File: src/rtl/fetch_stall_unit.sv
// fetch_stall_unit: PC register, instruction ROM and IF/ID register.
// Supports MEM-stage redirect, load-use stall and IF/ID flush.
//
// Ports:
//   clk, rst        clock, async active-high reset
//   ex_mem_pc_src   redirect request from MEM stage
//   ex_mem_npc      redirect target (low 2 bits dropped)
//   stall           hold PC and IF/ID
//   flush           bubble into IF/ID, PC advances
//   if_id_instr     IF/ID instruction
//   if_id_npc       IF/ID PC+4
//   if_id_valid     IF/ID holds a real fetch
//   pc_out          address being fetched
//   fetch_count     valid instructions written to IF/ID
//
// ROM contents come from IMEM_INIT, a packed image with word i
// in bits [32*i +: 32]. Words past IMEM_DEPTH read NOP_INSTR.
module fetch_stall_unit #(
  parameter int unsigned IMEM_DEPTH = 128,
  parameter logic [31:0] NOP_INSTR  = 32'h0000_0000,
  parameter logic [IMEM_DEPTH*32-1:0] IMEM_INIT = '0
) (
  input  logic        clk,
  input  logic        rst,
  input  logic        ex_mem_pc_src,
  input  logic [31:0] ex_mem_npc,
  input  logic        stall,
  input  logic        flush,
  output logic [31:0] if_id_instr,
  output logic [31:0] if_id_npc,
  output logic        if_id_valid,
  output logic [31:0] pc_out,
  output logic [31:0] fetch_count
);

  localparam int unsigned AW = $clog2(IMEM_DEPTH);

  logic [31:0]   pc_q, pc_d;
  logic [31:0]   instr_q, instr_d;
  logic [31:0]   npc_q, npc_d;
  logic          valid_q, valid_d;
  logic [31:0]   cnt_q, cnt_d;

  logic [31:0]   pc_plus4;
  logic [AW-1:0] rom_idx;
  logic          rom_hit;
  logic [31:0]   rom_word;
  logic          unused_npc_lsb;

  assign unused_npc_lsb = ^ex_mem_npc[1:0];

  assign pc_plus4 = pc_q + 32'd4;

  // Any address bit above the ROM window means out of range;
  // such reads return the bubble rather than aliasing.
  assign rom_idx  = pc_q[AW+1:2];
  assign rom_hit  = (pc_q >> (AW + 2)) == 32'd0;
  assign rom_word = rom_hit
                  ? IMEM_INIT[32*int'(rom_idx) +: 32]
                  : NOP_INSTR;

  always_comb begin
    pc_d    = pc_q;
    instr_d = instr_q;
    npc_d   = npc_q;
    valid_d = valid_q;
    cnt_d   = cnt_q;
    if (ex_mem_pc_src) begin
      pc_d    = {ex_mem_npc[31:2], 2'b00};
      instr_d = NOP_INSTR;
      npc_d   = 32'd0;
      valid_d = 1'b0;
    end else if (stall) begin
      // Flush still empties IF/ID, but PC stays put.
      if (flush) begin
        instr_d = NOP_INSTR;
        npc_d   = 32'd0;
        valid_d = 1'b0;
      end
    end else if (flush) begin
      pc_d    = pc_plus4;
      instr_d = NOP_INSTR;
      npc_d   = 32'd0;
      valid_d = 1'b0;
    end else begin
      pc_d    = pc_plus4;
      instr_d = rom_word;
      npc_d   = pc_plus4;
      valid_d = 1'b1;
      cnt_d   = cnt_q + 32'd1;
    end
  end

  always_ff @(posedge clk or posedge rst) begin
    if (rst) begin
      pc_q    <= 32'd0;
      instr_q <= NOP_INSTR;
      npc_q   <= 32'd0;
      valid_q <= 1'b0;
      cnt_q   <= 32'd0;
    end else begin
      pc_q    <= pc_d;
      instr_q <= instr_d;
      npc_q   <= npc_d;
      valid_q <= valid_d;
      cnt_q   <= cnt_d;
    end
  end

  assign if_id_instr = instr_q;
  assign if_id_npc   = npc_q;
  assign if_id_valid = valid_q;
  assign pc_out      = pc_q;
  assign fetch_count = cnt_q;

endmodule

File: config.mk
export PLATFORM = sky130hd
export DESIGN_NAME = fetch_stall_unit
export DESIGN_NICKNAME = d
export VERILOG_FILES = /design/src/rtl/fetch_stall_unit.sv
export SDC_FILE = /design/constraint.sdc
export NUM_CORES = 1
export LEC_CHECK = 0
export CORE_UTILIZATION = 51
export DETAILED_ROUTE_END_ITERATION = 16
export GPL_TIMING_DRIVEN = 0
export PLACE_DENSITY = 0.95
export SLEW_MARGIN = 20
export SYNTH_ARGS = -nofsm -noshare
export SYNTH_HDL_FRONTEND = slang
export SYNTH_SLANG_ARGS = --single-unit
File: constraint.sdc
create_clock -name clk -period 9.7 [get_ports clk]
set_clock_uncertainty 0.2 [all_clocks]
set_input_delay 1.94 -clock clk [delete_from_list [all_inputs] [get_ports clk]]
set_output_delay 1.94 -clock clk [all_outputs]
set_load 0.005 [all_outputs]
## Word-level counts from Yosys, hierarchy flattened

Cells that the tools add are included.

| word-level totals | value |
|---|---|
| bits in registers | 129 |
| input port bits | 37 |
| logic and storage cells | 29 |

| operators by class | value |
|---|---|
| $add $sub $neg | 2 |
| multiplexer cells | 14 |
| bitwise gates (word level) | 3 |
| reductions and logical operators | 2 |
| shift-type cells | 1 |
| equality and inequality tests | 2 |

Operators with widths:

| kind | number |
|---|---|
| variable part select 4096 x 13 -> 32 bit (first input constant) | 1 |
| two-way mux 32 bit | 10 |
| adder 32 x 1 -> 32 bit (second input constant) | 1 |
| adder 32 x 3 -> 32 bit (second input constant) | 1 |
| zero test 32 bit | 1 |
| two-way mux 1 bit | 4 |
| inequality test 3 x 2 -> 1 bit (second input constant) | 1 |
| NOT 1 bit | 3 |
| AND reduction 3 bit | 1 |
| inequality test 2 bit (second input constant) | 1 |

## Logic depth before layout (Yosys ltp)

Gate-level depths: netlist of run 1.

| logic depth | value |
|---|---|
| depth after elaboration | 5 |
| gate-level depth with buffers | 7 |
| mapped depth without buffers | 5 |

## Least setup slack after synthesis of run 1

OpenSTA, ideal clock, no wires.

| path | value |
|---|---|
| kind | input-to-reg |
| start | input flush |
| end | register cnt_q[25], in the netlist fetch_count[25] |
| stages | 5 |
| setup slack | 6243 ps |
| arrival | 3178 ps |
| setup time | 79 ps |
| cells stage by stage | nor2_1 > nand4_1 > clkbuf_1 > nor4_1 > xor2_1 |

| on the way | value |
|---|---|
| word-level cells in the longest chain between the ends | 2 |

Ends and longest elaborated chain:

| item | RTL line | text |
|---|---|---|
| start, declared | 28 | `input logic flush,` |
| NOT 1 bit (no source line) | -- |  |
| AND reduction 3 bit (no source line) | -- |  |
| end signal, assigned | 106 | `cnt_q <= cnt_d;` |
| end, declared | 42 | `logic [31:0] cnt_q, cnt_d;` |

No other way between the ends.
A chain may end at the register's enable or synchronous reset.

## Worst setup path after layout of run 1

| path | value |
|---|---|
| start | input ex_mem_pc_src |
| end | register cnt_q[25], in the netlist fetch_count[25] |

| on the way | value |
|---|---|
| word-level cells in the longest chain between the ends | 2 |

Ends and longest elaborated chain:

| item | RTL line | text |
|---|---|---|
| start, declared | 25 | `input logic ex_mem_pc_src,` |
| NOT 1 bit (no source line) | -- |  |
| AND reduction 3 bit (no source line) | -- |  |

No other way between the ends.

==> results of run 1 <==
==> registers in the layout, indices dropped and copies added (netlist names) <==
signal and cells:
pc_out 30, fetch_count 32, if_id_npc 31, if_id_valid 1
==> path summary, 6_finish.rpt <==
| kind | start | to | slack (ns) |
|---|---|---|---|
| max | ex_mem_pc_src | fetch_count[25] | 5.49 |
| min | if_id_valid | if_id_valid | 0.29 |
| max reg2reg | pc_out[2] | if_id_npc[22] | 6.93 |
| min reg2reg | if_id_valid | if_id_valid | 0.29 |
| max in group asynchronous | rst | if_id_npc[8] | 6.88 |
| min in group asynchronous | rst | if_id_npc[27] | 1.77 |
==> metal layers <==
metal | track usage (%) | up-vias | routed length [um]
met5 | 0 | - | 0
met4 | 13.4 | 0 | 459
met3 | 4.37 | 41 | 1280
met2 | 48.3 | 310 | 7410
met1 | 39.3 | 2436 | 5920
li1 | - | 2342 | -
==> synthesized netlist by cell type, types with 12 or more instances <==
library cell and count:
nor2_1 36, nor4_1 18, xnor2_1 24, xor2_1 28, clkbuf_1 23, a21oi_1 12, nand3_1 21, o31ai_1 18
nand4_1 18, nand2_1 41, buf_4 38, or4_1 24, nor3_1 16, dfrtp_1 94, a31oi_1 27, o21ai_0 42
inv_1 12
==> metrics by stage <==
step                      instances  utilization [%]
final                           880             71.3
after detailed placement        864             69.4
after global placement          863             69.1
after floorplan                 601                -
after CTS                       880             71.3
after global routing            880             71.3
==> where the power goes <==
part / switching (uW) / internal, uW / total, uW
combinational: 86.9 / 103 / 190
sequential: 37.2 / 418 / 455
clock: 159 / 98.8 / 258
total: 283 / 620 / 903
==> area by class of cell <==
type,instances,area (sq um),area share (%)
sequential,94,2350,33.4
timing repair buffer,130,1320,18.7
buffer,73,427,6.06
clock buffer,9,124,1.76
inverter,14,55.1,0.783
multi-input combinational,420,2530,36.0
clock inverter,7,61.3,0.871
tap,133,166,2.37
==> cell families (layout without fill, tap and decap cells) <==
| family | Yosys count | in the layout |
|---|---|---|
| AOI/OAI and AO/OA | 116 | 116 |
| xor gates and xnor gates | 52 | 52 |
| adders and majority gates | 2 | 2 |
| buffers and inverters | 87 | 233 |
| DFF | 94 | 94 |
| muxes | 1 | 1 |
| other | 1 | 34 |
| and+or+nand+nor | 215 | 215 |
==> worst register-to-register path, cell delays in order, from the launching register on <==
cell and delay [ns]:
dfrtp_1 0.53, ha_1 0.34, nand3_1 0.33, nor4_1 0.77, a21boi_0 0.23, a32o_1 0.27
==> flow_metrics.tcl, run 1 <==
set metrics [dict create \
    grt_pass1_wl_um 24200 \
    fmax_mhz 238 \
    routed_wl_um 15100 \
    post-dp-hpwl_um 11300 \
    overflow 0 \
    vias 5129 \
    fillers 708 \
    grt_max_degree 50 \
    slew_viol_final 0 \
    final_cell_mix "clkdlybuf4s50_1 (129), dfrtp_1 (94), o21ai_0 (42)" \
    synthSimpleGateAreaFrac_pct 22.7 \
    cts_resized 0 \
    max_stage_delay_ns 0.53 \
    drc 0 \
    p_per_area_nw_per_um2 128 \
    drv_cap 0 \
    synth_top_area_share_pct 44.9 \
    grt_pass1_vias 4857 \
    worst_pin_slew_ns 1.02 \
    cp.required_ns 9.80 \
    final_area_sq_um 7040 \
    fin_crit_ns 4.21 \
    cts_setup_buffers 0 \
    finalPower_uw 903 \
    holdPathStages 1 \
    syn_inst 568 \
    reg2reg_depth 5 \
    place_area_sq_um 6850 \
    avgSynthCellArea_sq_um 9.22 \
    yosys_warnings 0 \
    cts_tree "yes" \
    cp_top_family "simple AND/OR/NAND/NOR gates" \
    end_kind "flop" \
    crit_fanout 10 \
    finalSetupTns_ns 0 \
    rows 36 \
    crit_cells 6 \
    cts_buffers 9 \
    rsz0062_at_grt "false" \
    antenna_found_initial 0 \
    track_usage_pct 29.7 \
    dr.pass1.iters 5 \
    setup_viol_count_final 0 \
    via_per_inst 5.83 \
    synthTopCellsByArea "dfrtp_1 (45%), buf_4 (5.4%), xor2_1 (4.7%), o21ai_0 (4.0%), xnor2_1 (4.0%)" \
    peakVddDrop_mv 0.0711 \
    fin_crit_sh_pct 43.4 \
    wl_per_cell_um 17.1 \
    crit_type "input port to flop" \
    start_util_pct 53.1 \
    place.gp.congestion 0.982 \
    synthAdderAreaFrac_pct 0.478 \
    status "finished clean" \
    synth_top_family_by_area "simple AND/OR/NAND/NOR gates" \
    final_hold_viol_count 0 \
    drtIter0Drc 428 \
    yosysSeqAreaShare_pct 44.9 \
    yosysTopAreaCell "dfrtp_1" \
    io_pins 166 \
    cts_sinks 94 \
    synthMuxAreaShare_pct 0.215 \
    cts_hold_buf 0 \
    synth-async-reset-ratio_pct 100 \
    num-nets-final 781 \
    startpoint_type "input port" \
    cts_buffer_depth 2 \
    syn_area_sq_um 5240 \
    synth-seq-cells 94 \
    root_buffer "clkbuf_8" \
    power.leakage_uw 0.00293 \
    worstHoldPathType "flop to flop" \
    htree_levels 3 \
    synth_compound_area_share_pct 13.8 \
    place_ws_ns 5.17 \
    crit_buf_inv 2 \
    relSlewSlack_pct 31.3 \
    slowest_stage "nor2_1" \
    layout_commonest_cell "clkdlybuf4s50_1" \
    die-area_sq_um 10700 \
    drtAntennaViolNets 0 \
    synth-main-ff-cell "dfrtp_1" \
    clk_latency_ns 0.37 \
    crit_arrival_ns 4.31 \
    drive_gt1_share_pct 10.2 \
    chipWidth_um 103 \
    n_antenna_cell 0 \
    setup_ws_ns 5.49 \
    ys_types 53 \
    path_cells "clkdlybuf4s50_1 -> nor2_1 -> nand4_1 -> clkbuf_1 -> nor4_1 -> xor2_1" \
    core_area_sq_um 9860 \
    whs_ns 0.289 \
    clk_pin_slew_ns 0.10 \
    synth-edff-count 0 \
    io_buffers 129 \
    syn2layout_area_growth_pct 34.3 \
    die-height_um 103 \
    synth-xor-area-share_pct 8.69 \
]
Note: power is estimated with default switching activity, not from simulation.
==> inputs of run 2 (changes only) <==
--- a/config.mk
+++ b/config.mk
@@ -5,10 +5,10 @@
 export SDC_FILE = /design/constraint.sdc
 export NUM_CORES = 1
 export LEC_CHECK = 0
-export CORE_UTILIZATION = 51
+export CORE_UTILIZATION = 43
 export DETAILED_ROUTE_END_ITERATION = 16
 export GPL_TIMING_DRIVEN = 0
-export PLACE_DENSITY = 0.95
+export PLACE_DENSITY = 0.86
 export SLEW_MARGIN = 20
 export SYNTH_ARGS = -nofsm -noshare
 export SYNTH_HDL_FRONTEND = slang
==> constraint.sdc (replaced) <==
create_clock -name clk -period 3.69 [get_ports clk]
set_clock_uncertainty 0.2 [all_clocks]
set_input_delay 0.738 -clock clk [delete_from_list [all_inputs] [get_ports clk]]
set_output_delay 0.738 -clock clk [all_outputs]
set_load 0.005 [all_outputs]
==> flow_metrics.tcl, run 2 (synthesis gave the netlist of run 1 again) <==
set metrics [dict create \
    status "finished clean" \
    finalSetupTns_ns 0 \
    layout_commonest_cell "clkdlybuf4s50_1" \
    drive_gt1_share_pct 10.2 \
    final_area_sq_um 7160 \
    track_usage_pct 24.6 \
    slew_viol_final 0 \
    whs_ns 0.271 \
    drtAntennaViolNets 0 \
    place.gp.congestion 0.891 \
    clk_latency_ns 0.35 \
    end_kind "flop" \
    grt_pass1_vias 4853 \
    rsz0062_at_grt "false" \
    antenna_found_initial 0 \
    overflow 0 \
    clk_pin_slew_ns 0.07 \
    relSlewSlack_pct 33.4 \
    place_area_sq_um 6870 \
    power_switching_uw 751 \
    power_frac_seq_pct 45.6 \
    p_int_uw 1870 \
    rows 39 \
    num-nets-final 781 \
    fillers 967 \
    cp-startpoint "ex_mem_pc_src" \
    chipWidth_um 112 \
    largest_reg_flops 32 \
    n_antenna_cell 0 \
    worst_pin_slew_ns 0.991 \
    cts_tree "yes" \
    cts_hold_buf 0 \
    crit_fanout 10 \
    cts_buffer_depth 2 \
    multi_input_area_sq_um 2530 \
    worstHoldPathType "flop to flop" \
    crit_arrival_ns 3.04 \
    peakVddDrop_mv 0.208 \
    drv_cap 0 \
    fin_crit_sh_pct 80.5 \
    final_hold_viol_count 0 \
    grt_max_degree 62 \
    clkPwrFrac_pct 35.3 \
    drc 0 \
    power.leakage_uw 0.00299 \
    regToRegSetupSlack_ns 0.86 \
    comb_power_share_pct 19.1 \
    syn2layout_area_growth_pct 36.7 \
    fmax_mhz 337 \
    die-height_um 112 \
    grt_pass1_wl_um 24400 \
    cts_resized 0 \
    cp.required_ns 3.76 \
    cts_sinks 94 \
    crit-reg2reg-launch "pc_out[2]" \
    core_area_sq_um 11700 \
    vias 5119 \
    cts_setup_buffers 0 \
    io_buffers 129 \
    crit_type "input port to flop" \
    drtIter0Drc 467 \
    startpoint_type "input port" \
    final_cell_mix "clkdlybuf4s50_1 (129), dfrtp_1 (94), o21ai_0 (42)" \
    fin_crit_ns 2.97 \
    start_util_pct 44.9 \
    r2r_end "if_id_npc[22]" \
    reg2reg_depth 5 \
    p_per_area_nw_per_um2 366 \
    routed_wl_um 15500 \
    post-dp-hpwl_um 11200 \
    finalPower_uw 2620 \
    wl_per_cell_um 17.4 \
    io_pins 166 \
    die-area_sq_um 12600 \
    cts_buffers 9 \
    dr.pass1.iters 6 \
    sw_frac_of_total_pct 28.6 \
    register_area_sq_um 2350 \
    htree_levels 3 \
    final_core_util_pct 61.4 \
    setup_viol_count_final 0 \
    via_per_inst 5.75 \
    crit_end "fetch_count[25]" \
    root_buffer "clkbuf_16" \
]
-- run 2: changes by cell type in the layout (fill, tap and decap cells not counted), sizes merged --
| cell | change |
|---|---|
| clkinv | +3 |
| clkinvlp | -1 |
| inv | -4 |
| clkbuf | +2 |
-- run 2: worst min-delay path by stage --
stage | depth (start not counted) | startpoint | endpoint | slack [ns]
after floorplan | 1 | fetch_count[31] | fetch_count[31] | 0.26
after global placement | 1 | fetch_count[31] | fetch_count[31] | 0.26
after detailed placement | 1 | fetch_count[31] | fetch_count[31] | 0.26
after CTS | 1 | fetch_count[31] | fetch_count[31] | 0.27
after global routing | 1 | fetch_count[31] | fetch_count[31] | 0.29
final | 1 | fetch_count[31] | fetch_count[31] | 0.27
-- run 2: worst max-delay path, stage by stage --
cell and delay [ns]:
clkdlybuf4s50_1 0.49, nor2_1 0.54, nand4_1 0.33, clkbuf_1 0.33
nor4_1 0.44, xor2_1 0.17
-- run 2: power groups by stage --
stage / logic (uW) / clock network, uW / registers (uW)
final: 500 / 926 / 1190
after global placement: 474 / 0 / 1200
after detailed placement: 493 / 0 / 1210
after CTS: 497 / 920 / 1190
after floorplan: 242 / 0 / 1190
after global routing: 541 / 965 / 1210
-- run 2: per-layer routing --
layer | share of wire, % | vias to the layer above | track usage, %
li1 | - | 2349 | -
met3 | 8.1 | 57 | 3.62
met2 | 47 | 309 | 39.7
met1 | 41 | 2404 | 31.8
met5 | 0 | - | 0
met4 | 4.3 | 0 | 14.3
-- run 2: layout make-up --
class / instances / area share (%)
Clock buffer: 11 / 3.53
Clock inverter: 5 / 0.594
Sequential cell: 94 / 32.8
Timing Repair Buffer: 130 / 18.4
Inverter: 14 / 0.804
Tap cell: 143 / 2.50
Multi-Input combinational cell: 420 / 35.3
Buffer: 73 / 5.96
-- run 2: metrics by stage --
step           std cells  setup WS [ns]
3_3_place_gp         873          -1.09
4_1_cts              890          0.718
2_1_floorplan        601          0.303
3_5_place_dp         874          0.382
6_report             890          0.719
5_1_grt              890          0.560
